**config.mk**
```make
export PLATFORM = sky130hd
export DESIGN_NAME = mic_pdm_rx_flat
export DESIGN_NICKNAME = d
export VERILOG_FILES = /design/src/rtl/mic_pdm_rx_pkg.sv /design/src/rtl/mic_pdm_rx_if.sv /design/src/rtl/mic_pdm_rx_sync2.sv /design/src/rtl/mic_pdm_rx.sv /design/src/flat_wrapper.sv
export SDC_FILE = /design/constraint.sdc
export NUM_CORES = 1
export LEC_CHECK = 0
export CORE_ASPECT_RATIO = 2
export CORE_UTILIZATION = 40
export DETAILED_ROUTE_END_ITERATION = 10
export GPL_ROUTABILITY_DRIVEN = 0
export PLACE_DENSITY_LB_ADDON = 0.2
export SLEW_MARGIN = 15
export SYNTH_ARGS = -nofsm -noshare
export SYNTH_HDL_FRONTEND = slang
export SYNTH_HIERARCHICAL = 1
export SYNTH_SLANG_ARGS = --single-unit
```
**constraint.sdc**
```tcl
create_clock -name clk -period 2.2 [get_ports clk]
set_clock_uncertainty 0.15 [all_clocks]
set_input_delay 0.44 -clock clk [delete_from_list [all_inputs] [get_ports clk]]
set_output_delay 0.44 -clock clk [all_outputs]
set_load 0.02 [all_outputs]
```
**src/rtl/mic_pdm_rx_pkg.sv**
```systemverilog
// mic_pkg: definitions shared by the PDM microphone front end and its
// neighbours in the mic path.
//   MIC_DECIM_DEFAULT : default number of PDM bits per PCM sample
//   mic_sample_w()    : signed PCM width that holds -decim..+decim
//   mic_sample_t      : PCM sample type at the default decimation
package mic_pkg;

  localparam int MIC_DECIM_DEFAULT = 64;

  // A window of decim bits yields 2*ones - decim, which spans -decim..+decim.
  // +decim needs log2(decim)+1 magnitude bits plus a sign bit.
  function automatic int mic_sample_w(input int decim);
    return $clog2(decim) + 2;
  endfunction

  typedef logic signed [mic_sample_w(MIC_DECIM_DEFAULT)-1:0] mic_sample_t;

endpackage

```
**src/rtl/mic_pdm_rx_if.sv**
```systemverilog
// mic_pdm_rx_if: valid/ready PCM sample channel from the PDM front end to
// the feature pipeline.
//   sample       : signed PCM sample, two's complement (producer -> consumer)
//   sample_valid : sample holds an unconsumed value (producer -> consumer)
//   sample_ready : consumer accepts sample this cycle (consumer -> producer)
// Modports: master = sample producer, slave = sample consumer.
interface mic_pdm_rx_if
  import mic_pkg::*;
#(
  parameter int SAMPLE_W = mic_sample_w(MIC_DECIM_DEFAULT)
) ();

  logic signed [SAMPLE_W-1:0] sample;
  logic                       sample_valid;
  logic                       sample_ready;

  modport master (
    output sample,
    output sample_valid,
    input  sample_ready
  );

  modport slave (
    input  sample,
    input  sample_valid,
    output sample_ready
  );

endinterface

```
**src/rtl/mic_pdm_rx_sync2.sv**
```systemverilog
// mic_sync2: two-flop synchronizer for asynchronous microphone pins.
//   clk   : destination clock
//   rst_n : asynchronous active-low reset, both flops clear to 0
//   d     : asynchronous input
//   q     : synchronized output, two clk cycles behind d
module mic_sync2 (
  input  logic clk,
  input  logic rst_n,
  input  logic d,
  output logic q
);

  logic meta;

  // First flop may go metastable; the second gives it a full cycle to settle.
  always_ff @(posedge clk or negedge rst_n) begin
    if (!rst_n) begin
      meta <= 1'b0;
      q    <= 1'b0;
    end else begin
      meta <= d;
      q    <= meta;
    end
  end

endmodule

```
**src/rtl/mic_pdm_rx.sv**
```systemverilog
// mic_pdm_rx: PDM microphone front end. Drives the microphone clock from the
// divider's half-period tick, captures the left-channel PDM bit on the high
// phase, and decimates DECIM bits with a ones-count (boxcar) filter into a
// signed PCM sample 2*ones - DECIM held in a single-entry output register.
//   clk      : system clock
//   rst_n    : asynchronous active-low reset
//   tick     : one-cycle strobe, one half-period of mic_clk
//   en       : capture enable; low forces mic_clk to 0 and discards the window
//   mic_data : asynchronous PDM data pin
//   mic_clk  : microphone clock pin
//   overrun  : sticky "sample dropped" flag, cleared only by reset
//              (present only when MIC_PDM_OVERRUN_EN is defined)
//   pcm      : mic_pdm_rx_if.master, sample / sample_valid / sample_ready
// Build option: define MIC_PDM_OVERRUN_EN to add the overrun port/register.
// Without it a full output register still drops new samples, silently.
module mic_pdm_rx
  import mic_pkg::*;
#(
  parameter int DECIM    = MIC_DECIM_DEFAULT,
  parameter int SAMPLE_W = mic_sample_w(DECIM)
) (
  input  logic         clk,
  input  logic         rst_n,
  input  logic         tick,
  input  logic         en,
  input  logic         mic_data,
  output logic         mic_clk,
`ifdef MIC_PDM_OVERRUN_EN
  output logic         overrun,
`endif
  mic_pdm_rx_if.master pcm
);

  localparam int CNT_W  = $clog2(DECIM);
  localparam int ONES_W = CNT_W + 1;

  logic                pdm_s;
  logic [CNT_W-1:0]    bit_cnt;
  logic [ONES_W-1:0]   ones;
  logic [ONES_W-1:0]   total;
  logic [SAMPLE_W-1:0] result;
  logic [SAMPLE_W-1:0] sample_q;
  logic                valid_q;
  logic                capture;
  logic                window_close;
  logic                xfer;

  mic_sync2 u_sync (
    .clk  (clk),
    .rst_n(rst_n),
    .d    (mic_data),
    .q    (pdm_s)
  );

  // The tick that ends the high phase is the capture point: data is valid
  // while mic_clk is high and the falling edge follows on the same tick.
  assign capture      = en & tick & mic_clk;
  assign window_close = capture & (bit_cnt == CNT_W'(DECIM - 1));
  assign total        = ones + ONES_W'(pdm_s);
  // Zero-extend 2*total before subtracting so the full 0..2*DECIM range
  // maps onto -DECIM..+DECIM in two's complement.
  assign result       = SAMPLE_W'({total, 1'b0}) - SAMPLE_W'(DECIM);
  assign xfer         = valid_q & pcm.sample_ready;

  // Microphone clock and window accumulator. Dropping en discards any
  // partial window so the next enable starts a clean one with mic_clk low.
  always_ff @(posedge clk or negedge rst_n) begin
    if (!rst_n) begin
      mic_clk <= 1'b0;
      bit_cnt <= '0;
      ones    <= '0;
    end else if (!en) begin
      mic_clk <= 1'b0;
      bit_cnt <= '0;
      ones    <= '0;
    end else if (tick) begin
      mic_clk <= ~mic_clk;
      if (mic_clk) begin
        if (window_close) begin
          bit_cnt <= '0;
          ones    <= '0;
        end else begin
          bit_cnt <= bit_cnt + 1'b1;
          ones    <= total;
        end
      end
    end
  end

  // Single-entry output register. A result may load when the register is
  // empty or is being emptied this very cycle; otherwise it is dropped and
  // the pending sample is left untouched.
  always_ff @(posedge clk or negedge rst_n) begin
    if (!rst_n) begin
      sample_q <= '0;
      valid_q  <= 1'b0;
    end else if (window_close && (!valid_q || xfer)) begin
      sample_q <= result;
      valid_q  <= 1'b1;
    end else if (xfer) begin
      valid_q  <= 1'b0;
    end
  end

`ifdef MIC_PDM_OVERRUN_EN
  // Sticky record that at least one result was dropped since reset.
  always_ff @(posedge clk or negedge rst_n) begin
    if (!rst_n) begin
      overrun <= 1'b0;
    end else if (window_close && valid_q && !xfer) begin
      overrun <= 1'b1;
    end
  end
`endif

  assign pcm.sample       = sample_q;
  assign pcm.sample_valid = valid_q;

endmodule

```
**src/flat_wrapper.sv**
```systemverilog
// flat-port wrapper written by rule: the top's interface ports become plain ports
module mic_pdm_rx_flat import mic_pkg::*;
#(
  parameter int DECIM    = MIC_DECIM_DEFAULT,
  parameter int SAMPLE_W = mic_sample_w(DECIM)
)
  (clk, rst_n, tick, en, mic_data, mic_clk, pcm_sample, pcm_sample_valid, pcm_sample_ready);
  mic_pdm_rx_if #(.SAMPLE_W(SAMPLE_W)) pcm_i ();
  input  logic clk;
  input  logic rst_n;
  input  logic tick;
  input  logic en;
  input  logic mic_data;
  output logic mic_clk;
  output wire logic [$bits(pcm_i.sample)-1:0] pcm_sample;
  output wire logic [$bits(pcm_i.sample_valid)-1:0] pcm_sample_valid;
  input wire logic [$bits(pcm_i.sample_ready)-1:0] pcm_sample_ready;
  assign pcm_sample = pcm_i.sample;
  assign pcm_sample_valid = pcm_i.sample_valid;
  assign pcm_i.sample_ready = pcm_sample_ready;
  mic_pdm_rx #(.DECIM(DECIM), .SAMPLE_W(SAMPLE_W)) u_core (.clk(clk), .rst_n(rst_n), .tick(tick), .en(en), .mic_data(mic_data), .mic_clk(mic_clk), .pcm(pcm_i));
endmodule
```
**After elaboration in Yosys (flattened, before gate mapping)**

Index checks and enable logic that the tools add are counted.
Widths: inputs -> output; s select.

- Word-level logic and storage cells: 35
- Flip-flop bits (word level): 25
- Output and inout port bits: 10
- Bits of input ports: 6

- Mux-type cells: 12
- Reduce and logical (&&, ||, !) cells: 5
- Add/subtract/negate cells: 3
- Bitwise operators: 5
- Equal/unequal tests: 3

Operators by type and width:

| cell | number |
|---|---|
| $mux 7 | 4 |
| $mux 6 | 4 |
| $sub 8x7->8 const B | 1 |
| $add 7x1->7 | 1 |
| $add 6x1->6 const B | 1 |
| $eq 6x6->1 const B | 1 |
| $and 1x1->1 | 4 |
| $mux 1 | 4 |
| $ne 2x1->1 const B | 1 |
| $ne 2x2->1 const B | 1 |
| $reduce_and 2->1 | 1 |
| $reduce_bool 2->1 | 1 |
| $logic_and 1x1->1 | 1 |
| $logic_not 1->1 | 1 |
| $logic_or 1x1->1 | 1 |
| $not 1->1 | 1 |

**Longest topological paths before layout**

- Word-level depth: 7
- Gate-level depth with buffers: 6
- Mapped depth without buffers: 6

**Cells and area by module**

The synthesis kept the hierarchy.

By module, submodules not included:

| module | times used | area an instance (µm²) | seq. area each (µm²) | cells each |
|---|---|---|---|---|
| mic_pdm_rx | 1 | 1158.6 | 550.5 | 106 |
| mic_sync2 | 1 | 50.0 | 50.0 | 2 |

**Least setup slack after synthesis**

Ideal clock, no wire load.

- Path type: reg2reg
- Start: reg u_core.bit_cnt[0]
- End: reg u_core.sample_q[1], in the netlist u_core/pcm.sample[1]
- Cell stages (with the launch flop): 5
- Clock period less this slack: 1.657 ns
- Buffers on the path: 0
- Path slack: 0.543 ns
- Arrival: 1.382 ns
- Cell sequence: dfrtp_1 > ha_1 > nand4_2 > nor3_4 > mux2_4

- Word-level cells in the longest chain between the ends: 3

Ends and longest elaborated chain:

| item | line | text |
|---|---|---|
| from (decl) | mic_pdm_rx.sv:38 | `logic [CNT_W-1:0] bit_cnt;` |
| from (signal assigned) | mic_pdm_rx.sv:83 | `bit_cnt <= bit_cnt + 1'b1;` |
| $eq 6x6->1 | mic_pdm_rx.sv:58 | `assign window_close = capture & (bit_cnt == CNT_W'(DECIM - 1));` |
| $and 1x1->1 | mic_pdm_rx.sv:58 |  |
| $logic_and 1x1->1 | mic_pdm_rx.sv:97 | `end else if (window_close && (!valid_q \|\| xfer)) begin` |
| to (signal assigned) | mic_pdm_rx.sv:98 | `sample_q <= result;` |
| to (decl) | mic_pdm_rx.sv:42 | `logic [SAMPLE_W-1:0] sample_q;` |

No other way between the ends.
A chain may end at the register's enable or synchronous reset.

**Final worst setup path**

- Start: reg u_core.mic_clk
- End: out mic_clk

RTL lines:

| item | line | text |
|---|---|---|
| from (decl) | mic_pdm_rx.sv:27 | `output logic mic_clk,` |
| from (signal assigned) | mic_pdm_rx.sv:77 | `mic_clk <= ~mic_clk;` |
| to (decl) | flat_wrapper.sv:14 | `output logic mic_clk;` |

No word-level cell between the ends.

==> results.txt <==
The maximum cell stage delay along the critical path was 0.65 ns. The logs give 0 for the total count of hold-check failures in the final report and 2270 microns for the post-detailed-routing wire length. Clock tree synthesis found a total of 24 sinks. The H-tree depth reported by CTS was 1. In this run, the clock network consumes 36.5% of the power. The top-level I/O count is 16, and the final instance area is 1470 sq um. Traced cell by cell, the critical path runs through clkdlybuf4s50_1.

The run finished with clean final reports. Summing every instance area after synthesis gives 1210 sq um. The design draws 0.807 mW.

Broken down by cell family, the worst path's largest delay share belongs to buffers and inverters. Setup total negative slack: 0 ns. The logs give 3 for the clock buffer count from CTS and 0 for the post-cts sizing count.

Clock tree synthesis selected as its root buffer the cell clkbuf_8. Summed over all layers, the global routing overflow is 0. The internal portion of the total power is 0.633 mW.

Setup violations remaining at the end of the flow were counted as 0. The first detailed-routing pass ran for 4 iterations. Number of global-route vias before repair: 932.

The run gives 0 as the post-detailed-route DRC marker count. For the overall die area, the log shows 3260 sq um. In the layout the commonest cells are 24 x dfrtp_1, 14 x clkdlybuf4s50_1, 10 x nand2_1. Max-cap violations in this run came to 0. The critical path is of the flip-flop to output port type.

The count of buffering cells on the critical path with inverters included is 1. Kind of launch point of the worst setup path: a flip-flop. No sink is reached through more buffers than the 2 on the longest clock path.

The die is 79.7 microns tall. The post-detailed-route wirelength per cell works out to 14.4 microns. The die is 40.9 microns wide. The run gives 1.39 ns as the data arrival time of the critical path.

The worst hold path class is flip-flop to flip-flop. TritonCTS built the clock tree. The library cell used most frequently in the layout, excluding fill and tap cells, is dfrtp_1.

The run gives 0 as the number of antenna violations at the first check in global routing. Net switching is 21.6% of the power. Among all stages on the critical path, the largest delay is contributed by clkdlybuf4s50_1. Antenna diode count: 0. In this run the remaining antenna-violating nets after routing total 0. Detailed placement ended at an HPWL of 1680 microns. Post-CTS setup repair buffer count: 0. After detailed placement, the total cell area comes to 1420 sq um.

Of all nets on the critical path, the largest fanout is 7. The net count of the mapped netlist is 117, and the number of pins exceeding their max-slew limit in the final report is 0. The area growth from synthesis to layout came out at 21.9%. The startpoint identified for the worst hold timing path is u_core/u_sync/meta$_DFF_PN0_. The total leakage power came out at 0.657 nW. At the end of the flow the core is filled with cells to 52.6%.

The net count of the finished layout is 138. Final critical path time including I/O delays and setup: 1.98 ns. The maximum number of pins on one net before global-route repair was 25. The worst register-to-register path begins at u_core/ones[0]$_DFFE_PN0P_. The maximum ir drop on the vdd rail was 0.431 mV; the power per cell area was 547 nW/um^2. The number of distinct library cells after synthesis is 30.

The net switching power figure is 0.174 mW. In the routed layout, each cell is associated on average with a via count of 5.57. Cells with a size suffix above 1 make up 14.1% of the layout. Counting flops and latches in the post-synthesis netlist gives 24. The run gives 2800 sq um as the placeable core region. Registers are responsible for 56.3% of the overall power. The number of hold buffers added after cts is 0. Routed via count: 874.

Launch point of the critical path: u_core/mic_clk$_DFFE_PN0P_. Data on the critical path is required at its endpoint by 1.61 ns. In this run the mean area of a mapped cell was 11.2 sq um. The share of the Yosys chip area taken by registers is 49.7%. Setup repair after global routing left no endpoint under its margin. The first global-routing pass estimated 3990 microns of wire. The number of placement rows is 27, and the total of warnings raised by yosys is 6. In the finished design, the share of the clock period the worst path needs comes to 89.9%. Synthesis produced a netlist whose cell count is 108. STA classifies the critical path endpoint as an output port. Derived from the worst setup path, the maximum achievable clock frequency is 0.505 GHz. Global routing used 17.6% of the available tracks across all layers. Once the floorplan was initialized, standard cells occupied 43.1% of the core. The later pin in the worst-skew pair is clocked with a latency of 0.26 ns. The count of port buffers added during placement is 14.

The violation count after the first detailed-route iteration is 12. Of the total power, combinational logic draws 7.3%. The clock-pin slew of the registers on the worst-case setup and hold paths came out at 0.08 ns.
==> power groups by stage <==
| stage | sequential [mW] | clock, mW | combinational [mW] |
|---|---|---|---|
| 2_1_floorplan | 0.464 | 0 | 0.0238 |
| 3_3_place_gp | 0.462 | 0 | 0.0579 |
| 3_5_place_dp | 0.462 | 0 | 0.0590 |
| 4_1_cts | 0.454 | 0.306 | 0.0597 |
| 5_1_grt | 0.455 | 0.322 | 0.0657 |
| 6_report | 0.454 | 0.294 | 0.0585 |
==> worst paths after layout <==
kind | cells past startpoint | endpoint | slack [ns]
max | 1 | mic_clk | 0.22
min | 0 | u_core/u_sync/q$_DFF_PN0_ | 0.21
max reg2reg | 6 | u_core/pcm.sample[7]$_DFFE_PN0P_ | 0.29
min reg2reg | 0 | u_core/u_sync/q$_DFF_PN0_ | 0.21
max in group asynchronous | 2 | u_core/ones[2]$_DFFE_PN0P_ | 1.28
min in group asynchronous | 2 | u_core/pcm.sample[4]$_DFFE_PN0P_ | 0.38
==> area by class of cell <==
type,count,area (sq um)
Tap cell,29,36.3
Clock buffer,4,55.1
Multi-Input combinational cell,81,592
Timing Repair Buffer,19,190
Sequential cell,24,601
Fill cell,252,1330
==> cells by family (layout without fill, tap and decap cells) <==
logic type,count (synthesis),in the layout,synth area share [%]
compound gates,24,24,14.4
xor+xnor,9,9,6.52
fa+ha+maj,3,3,3.11
buf+inv,3,23,1.35
flops,24,24,49.7
mux,5,5,6.21
other cells,1,1,0.310
simple gates,39,39,18.4
==> layer usage <==
metal	up-vias	part of all wire [%]	GRT usage [%]
li1	425	-	-
met1	430	40	20.1
met2	15	56	29.5
met3	4	1.8	1.67
met4	0	1.9	9.00
met5	-	0	0
==> state kept, by name (all words and copies together), names as in the netlist <==
name and flops:
u_core/mic_clk 1, u_core/u_sync/q 1, u_core/bit_cnt 6, u_core/ones 7, u_core/pcm.sample 7, u_core/u_sync/meta 1
u_core/pcm.sample_valid 1
==> Yosys cell counts, drive strengths merged <==
cell / n / area, sq um
nand2b: 1 / 6.26
and3: 3 / 18.8
o21a: 1 / 7.51
nor2b: 3 / 18.8
and4b: 1 / 10.0
a22o: 7 / 61.3
nor2: 5 / 18.8
clkbuf: 1 / 3.75
buf: 2 / 12.5
xor2: 2 / 17.5
o21bai: 2 / 15.0
a21boi: 2 / 15.0
conb: 1 / 3.75
nor3: 2 / 21.3
o211ai: 1 / 12.5
nand3: 8 / 40.0
mux2: 5 / 75.1
nand2: 10 / 37.5
or4: 1 / 7.51
a21oi: 1 / 5.00
dfrtp: 24 / 601
ha: 3 / 37.5
o21ai: 7 / 35.0
and2: 3 / 18.8
xnor2: 7 / 61.3
nand4: 2 / 25.0
a21o: 3 / 22.5
==> per-stage QoR <==
stage	cells	worst slack, ns	hold WS, ns
final	157	0.221	0.205
after global routing	157	0.160	0.223
after CTS	157	0.209	0.209
after detailed placement	153	0.0662	0.189
after global placement	153	0.0935	0.186
after floorplan	108	0.543	-0.00559
Note: power is estimated with default switching activity, not from simulation.
